--- src/rtl/vbs_scanout.sv ---
// rtl/vbs_scanout.sv - PAL-style 1bpp scanout engine with CPU/video RAM arbitration
//
// Purpose: generates the composite sync and the serial pixel stream for a
// configurable raster, fetching one byte every 8 clocks from a byte-wide
// synchronous RAM. CPU accesses share the RAM port. Video fetches always win,
// and a colliding CPU access is delayed by one clock.
//
// Ports:
//   clk, reset             pixel clock, asynchronous active-high reset
//   baseAddr               frame start address, captured at the end of line V_START-1
//   invert                 inverts active pixels (border stays black)
//   sync, pixel            composite sync (low = tip), video data (1 = white)
//   frameStart             one-clock pulse while hCounter=0, vCounter=0
//   cAddr, cDataIn         CPU address / write data
//   cStrobe, cWrite        CPU request (held until cReady), 1 = write
//   cReady, cDataOut       one-clock completion pulse, read data during cReady
//   mAddr, mDataOut        RAM address / write data
//   mStrobe, mWrite        RAM access enable / write enable
//   mDataIn                RAM read data, one clock after the access

module vbs_scanout #(
    parameter int H_TOTAL      = 512,
    parameter int V_TOTAL      = 313,
    parameter int HSYNC_LEN    = 29,
    parameter int VSYNC_LINES  = 3,
    parameter int H_START      = 96,
    parameter int V_START      = 35,
    parameter int ACTIVE_BYTES = 40,
    parameter int ACTIVE_LINES = 192,
    parameter int LINE_REPEAT  = 1,
    parameter int STRIDE       = 40,
    parameter int ADDR_WIDTH   = 13
) (
    input  logic                  clk,
    input  logic                  reset,
    input  logic [ADDR_WIDTH-1:0] baseAddr,
    input  logic                  invert,
    output logic                  sync,
    output logic                  pixel,
    output logic                  frameStart,
    input  logic [ADDR_WIDTH-1:0] cAddr,
    input  logic [7:0]            cDataIn,
    input  logic                  cStrobe,
    input  logic                  cWrite,
    output logic                  cReady,
    output logic [7:0]            cDataOut,
    output logic [ADDR_WIDTH-1:0] mAddr,
    output logic [7:0]            mDataOut,
    output logic                  mStrobe,
    output logic                  mWrite,
    input  logic [7:0]            mDataIn
);
    localparam int HW          = $clog2(H_TOTAL);
    localparam int VW          = $clog2(V_TOTAL);
    localparam int FETCH_FIRST = H_START - 2;
    localparam int WIN_END     = H_START + 8 * ACTIVE_BYTES;
    localparam int V_END       = V_START + ACTIVE_LINES;

    typedef enum logic [1:0] {
        C_IDLE,
        C_WAIT,
        C_ISSUE,
        C_DONE
    } cpuState_t;

    cpuState_t state, stateNext;

    logic [HW-1:0]         hCounter, hNext;
    logic [VW-1:0]         vCounter, vNext;
    logic                  lineEnd;
    logic [31:0]           h32, v32, hN32, vN32, hOff;
    logic                  curActive, nextActive, nextIsVideo, nextInWin, syncNext;
    logic [ADDR_WIDTH-1:0] lineAddr, fetchAddr;
    logic [1:0]            repeatCnt;
    logic [7:0]            shiftReg;
    logic                  videoSlot, loadSlot, pixelWin;

    logic                  mStrobeNext, mWriteNext;
    logic [ADDR_WIDTH-1:0] mAddrNext;
    logic [7:0]            mDataOutNext;

    // Counter values for the coming clock; registered outputs are computed
    // from these so they line up with the counters they belong to.
    assign lineEnd = (hCounter == HW'(H_TOTAL - 1));
    assign hNext   = lineEnd ? '0 : hCounter + 1'b1;
    assign vNext   = !lineEnd ? vCounter :
                     (vCounter == VW'(V_TOTAL - 1)) ? '0 : vCounter + 1'b1;

    assign h32  = 32'(hCounter);
    assign v32  = 32'(vCounter);
    assign hN32 = 32'(hNext);
    assign vN32 = 32'(vNext);

    assign curActive  = (v32 >= 32'(V_START)) && (v32 < 32'(V_END));
    assign nextActive = (vN32 >= 32'(V_START)) && (vN32 < 32'(V_END));

    // Below FETCH_FIRST the subtraction wraps to a huge value and fails the range test.
    assign hOff        = hN32 - 32'(FETCH_FIRST);
    assign nextIsVideo = nextActive && (hOff < 32'(8 * ACTIVE_BYTES)) && (hOff[2:0] == 3'd0);
    assign fetchAddr   = lineAddr + ADDR_WIDTH'(hOff >> 3);
    assign nextInWin   = nextActive && (hN32 >= 32'(H_START)) && (hN32 < 32'(WIN_END));

    always_comb begin
        syncNext = 1'b1;
        if (vN32 < 32'(VSYNC_LINES)) begin
            if ((hN32 >= 32'd1) && (hN32 < 32'(H_TOTAL - HSYNC_LEN)))
                syncNext = 1'b0;
        end else begin
            if ((hN32 >= 32'd1) && (hN32 < 32'(1 + HSYNC_LEN)))
                syncNext = 1'b0;
        end
    end

    always_ff @(posedge clk or posedge reset) begin
        if (reset) begin
            hCounter   <= '0;
            vCounter   <= '0;
            sync       <= 1'b1;
            frameStart <= 1'b0;
            pixelWin   <= 1'b0;
            videoSlot  <= 1'b0;
            loadSlot   <= 1'b0;
            shiftReg   <= 8'hFF;
            lineAddr   <= '0;
            repeatCnt  <= 2'd0;
        end else begin
            hCounter   <= hNext;
            vCounter   <= vNext;
            sync       <= syncNext;
            frameStart <= (hN32 == 32'd0) && (vN32 == 32'd0);
            pixelWin   <= nextInWin;
            videoSlot  <= nextIsVideo;
            // RAM data arrives one clock after the fetch slot.
            loadSlot   <= videoSlot;
            shiftReg   <= loadSlot ? mDataIn : {shiftReg[6:0], 1'b1};
            if (lineEnd) begin
                if (v32 == 32'(V_START - 1)) begin
                    lineAddr  <= baseAddr;
                    repeatCnt <= 2'd0;
                end else if (curActive) begin
                    if (repeatCnt == 2'(LINE_REPEAT - 1)) begin
                        repeatCnt <= 2'd0;
                        lineAddr  <= lineAddr + ADDR_WIDTH'(STRIDE);
                    end else begin
                        repeatCnt <= repeatCnt + 2'd1;
                    end
                end
            end
        end
    end

    // RAM bit 1 is black; the border is forced black regardless of invert.
    assign pixel = pixelWin & (~shiftReg[7] ^ invert);

    always_ff @(posedge clk or posedge reset) begin
        if (reset) begin
            state    <= C_IDLE;
            mStrobe  <= 1'b0;
            mWrite   <= 1'b0;
            mAddr    <= '0;
            mDataOut <= 8'h00;
        end else begin
            state    <= stateNext;
            mStrobe  <= mStrobeNext;
            mWrite   <= mWriteNext;
            mAddr    <= mAddrNext;
            mDataOut <= mDataOutNext;
        end
    end

    // The RAM port for the next clock is decided here: a video slot takes it,
    // otherwise a CPU access entering C_ISSUE does. C_DONE ignores cStrobe so
    // a request still held during cReady is not taken twice.
    always_comb begin
        stateNext    = state;
        mStrobeNext  = 1'b0;
        mWriteNext   = 1'b0;
        mAddrNext    = mAddr;
        mDataOutNext = mDataOut;
        case (state)
            C_IDLE:  if (cStrobe) stateNext = nextIsVideo ? C_WAIT : C_ISSUE;
            C_WAIT:  stateNext = nextIsVideo ? C_WAIT : C_ISSUE;
            C_ISSUE: stateNext = C_DONE;
            C_DONE:  stateNext = C_IDLE;
            default: stateNext = C_IDLE;
        endcase
        if (nextIsVideo) begin
            mStrobeNext = 1'b1;
            mAddrNext   = fetchAddr;
        end else if (stateNext == C_ISSUE) begin
            mStrobeNext  = 1'b1;
            mWriteNext   = cWrite;
            mAddrNext    = cAddr;
            mDataOutNext = cDataIn;
        end
    end

    assign cReady   = (state == C_DONE);
    assign cDataOut = cReady ? mDataIn : 8'h00;

endmodule

--- config.mk ---
export PLATFORM = sky130hd
export DESIGN_NAME = vbs_scanout
export DESIGN_NICKNAME = d
export VERILOG_FILES = /design/src/rtl/vbs_scanout.sv
export SDC_FILE = /design/constraint.sdc
export NUM_CORES = 1
export LEC_CHECK = 0
export ABC_AREA = 1
export CAP_MARGIN = 5
export CORE_UTILIZATION = 45
export DETAILED_ROUTE_END_ITERATION = 10
export GPL_TIMING_DRIVEN = 0
export PLACE_DENSITY = 0.7
export SLEW_MARGIN = 15
export SYNTH_ARGS = -nofsm -noshare
export SYNTH_HDL_FRONTEND = slang
export SYNTH_SLANG_ARGS = --single-unit
--- constraint.sdc ---
create_clock -name clk -period 4.8 [get_ports clk]
set_input_delay 0.96 -clock clk [delete_from_list [all_inputs] [get_ports clk]]
set_output_delay 0.96 -clock clk [all_outputs]
set_load 0.02 [all_outputs]
==> flow_summary.ini <==
[placed_design]
dpl_cell_area_um2 = 5530
numPortBuffers = 81
gp_congestion = 0.891
dp_hpwl_um = 8580

[yosys]
synthArstFlopShare = 1.00
yosysTopAreaCellShare = 0.343
postSynthAreaPerCell_um2 = 7.56
ys_ff_latch = 71
ys_top_cells_by_area = dfrtp_1, nand2_1, nand3_1
synth_edf_count = 0
ys.warnings.count = 0
syn-num-nets = 672
ys_seq_area_frac = 0.395
synth_flop_cell = dfrtp_1
synth_top_area_cell = dfrtp_1
netlist_instances = 598
post_synth_num_cell_types = 40
synth_area_um2 = 4520

[routing]
drt_iter0_drc = 213
drc = 0
wire_per_inst_um = 13.0
ant_nets = 0
drt-total-wl_um = 10800
dr.pass1.iters = 4
viasPerCell = 5.06
via_count = 4194

[pwr]
power_frac_seq = 0.398
combPwrFrac = 0.350
total_power_mw = 1.90
power_frac_clock = 0.252
p_leak_nw = 2.82
swShare = 0.341
p_sw_mw = 0.649
powerDensity_nw_per_um2 = 331
p_int_mw = 1.25
ir_worst_vdd_uv = 172

[global_routing]
grt_max_degree = 54
grt_pass1_vias = 4068
grt_pass1_wl_um = 18200
grt.total_usage = 0.221
antenna_found_initial = 0
grt_overflow = 0

[sta]
period_needed_ps = 4350
setup_violations = 0
fin_skew_ps = 9.93
fmaxAchievable_mhz = 230
setup_tns_ps = 0
slew_viol_final = 0
relSlewSlack = 0.650
worst_pin_slew_ps = 521
rsz0062_at_grt = false
finalHoldViolCount = 0
period_share = 0.906

[final_layout]
final_cell_mix = nand2_1, clkdlybuf4s50_1, nand3_1
final_nets = 765
stdcell_area_um2 = 5740
antenna_cells = 0
layout_commonest_cell = nand2_1
synthToLayoutAreaGrowth_pct = 26.9
drive_gt1_frac = 0.0991

[clock_tree]
cts_max_path_buffers = 2
clock-sinks = 71
h-tree-depth = 3
cts_tree = done
cts_hold_buf = 0
clockRootBuffer = clkbuf_8
clk_latency_ps = 350
clkTransAtPathRegs_ps = 80
numCtsBuffers = 9

[worst_setup_path]
endpoint_kind = flip-flop
critPathSlowestCell = dfrtp_2
path_class = reg -> reg
worstPathArrival_ps = 4630
critical-path-max-stage-delay_ps = 450
critPathLaunchType = flip-flop
critPathRequiredTime_ps = 5080
crit_fanout = 10

[floorplanning]
core_um2 = 9770
dieWidth_um = 102
top_level_ports = 82
num_rows = 36
initial_utilization = 0.463
die_y_um = 102
die-area_um2 = 10500

[run_status]
status = finished clean

[hold_path]
holdCritPathClass = reg -> reg

[job]
drv_cap = 0
==> synthesized netlist by cell type (2+ instances only) <==
| cell | count |
|---|---|
| nand2_2 | 4 |
| dfstp_2 | 9 |
| o31ai_1 | 2 |
| inv_1 | 74 |
| o211ai_1 | 5 |
| nand3_1 | 81 |
| nor3_1 | 4 |
| inv_2 | 6 |
| dfrtp_1 | 62 |
| nand3_2 | 7 |
| buf_2 | 4 |
| o21ai_0 | 18 |
| nor3_2 | 2 |
| nor4_1 | 2 |
| nor2_2 | 2 |
| nand4_1 | 21 |
| xnor2_1 | 3 |
| nand2_1 | 126 |
| or2_2 | 3 |
| buf_4 | 4 |
| xor2_1 | 13 |
| a31oi_1 | 3 |
| nor2_1 | 64 |
| nor2_4 | 2 |
| o21ai_1 | 7 |
| ha_1 | 26 |
| clkbuf_1 | 6 |
| a21oi_1 | 26 |
==> stage by stage <==
stage                     std cells   util  hold WS (ps)  setup WS (ps)
after global routing            829  0.587           354           19.3
after CTS                       829  0.586           352            151
after floorplan                 598      -           331           1040
after detailed placement        813  0.566           339            199
final                           829  0.587           351            450
after global placement          812  0.563           338            358
==> per-layer routing <==
metal | up-vias | global-route usage | wire (µm)
met5 | - | 0 | 0
met1 | 1906 | 0.278 | 4940
met4 | 0 | 0.0813 | 172
met2 | 125 | 0.384 | 5010
li1 | 2150 | - | -
met3 | 13 | 0.0342 | 671
==> critical path, delay by kind of cell (launching register included) <==
| kind | cells | cell delay, ps |
|---|---|---|
| AOI/OAI and AO/OA | 3 | 510 |
| DFF | 1 | 450 |
| and+or+nand+nor | 14 | 1450 |
| adders and majority gates | 4 | 970 |
| buffers and inverters | 7 | 660 |
| xor gates and xnor gates | 1 | 230 |
==> power by group through the flow <==
| stage | sequential (mW) | clock [mW] | combinational (mW) |
|---|---|---|---|
| after floorplan | 0.878 | 0 | 0.235 |
| after global placement | 0.764 | 0 | 0.655 |
| after detailed placement | 0.769 | 0 | 0.671 |
| after CTS | 0.757 | 0.489 | 0.672 |
| after global routing | 0.767 | 0.513 | 0.727 |
| final | 0.757 | 0.478 | 0.665 |
==> worst paths after layout <==
| path | cells after the start | start | slack (ps) | to |
|---|---|---|---|---|
| setup / recovery | 29 | hCounter[0]$_DFF_PP0_ | 450 | mAddr[10]$_DFFE_PP0P_ |
| hold / removal | 0 | videoSlot$_DFF_PP0_ | 350 | loadSlot$_DFF_PP0_ |
| setup reg to reg | 29 | hCounter[0]$_DFF_PP0_ | 450 | mAddr[10]$_DFFE_PP0P_ |
| hold reg to reg | 0 | videoSlot$_DFF_PP0_ | 350 | loadSlot$_DFF_PP0_ |
| max in group asynchronous | 3 | reset | 3350 | vCounter[0]$_DFF_PP0_ |
| min in group asynchronous | 2 | reset | 910 | state[1]$_DFF_PP0_ |
==> registers in the layout (all words and copies together) (netlist names) <==
name / flops
lineAddr: 13
mAddr: 13
hCounter: 9
vCounter: 9
mDataOut: 8
shiftReg: 8
repeatCnt: 2
state: 2
frameStart: 1
loadSlot: 1
mStrobe: 1
mWrite: 1
pixelWin: 1
sync: 1
videoSlot: 1
==> area by class of cell <==
class | count | area [µm²]
timing repair buffer | 82 | 838
clock buffer | 10 | 128
multi-input combinational | 431 | 2360
sequential | 71 | 1790
clock inverter | 6 | 68.8
inverter | 81 | 309
fill | 906 | 4040
buffer | 15 | 83.8
tap | 133 | 166
==> logic make-up (layout without fill, tap and decap cells) <==
logic type,after synthesis,after routing,synth area share
adder cells (fa/ha/maj),27,27,0.0764
AO/OA/AOI/OAI,67,67,0.0825
flip-flops,71,71,0.395
buffers and inverters,96,194,0.0861
XOR/XNOR,16,16,0.0310
AND/OR/NAND/NOR,321,321,0.329
==> what timing repair did <==
item | in CTS | in global routing
resized for setup | 0 | 5
buffers inserted | 0 | 0
endpoints found under the setup margin | 0 | 4
hold endpoints to repair | 0 | 0
(Power assumes the default switching activity.)
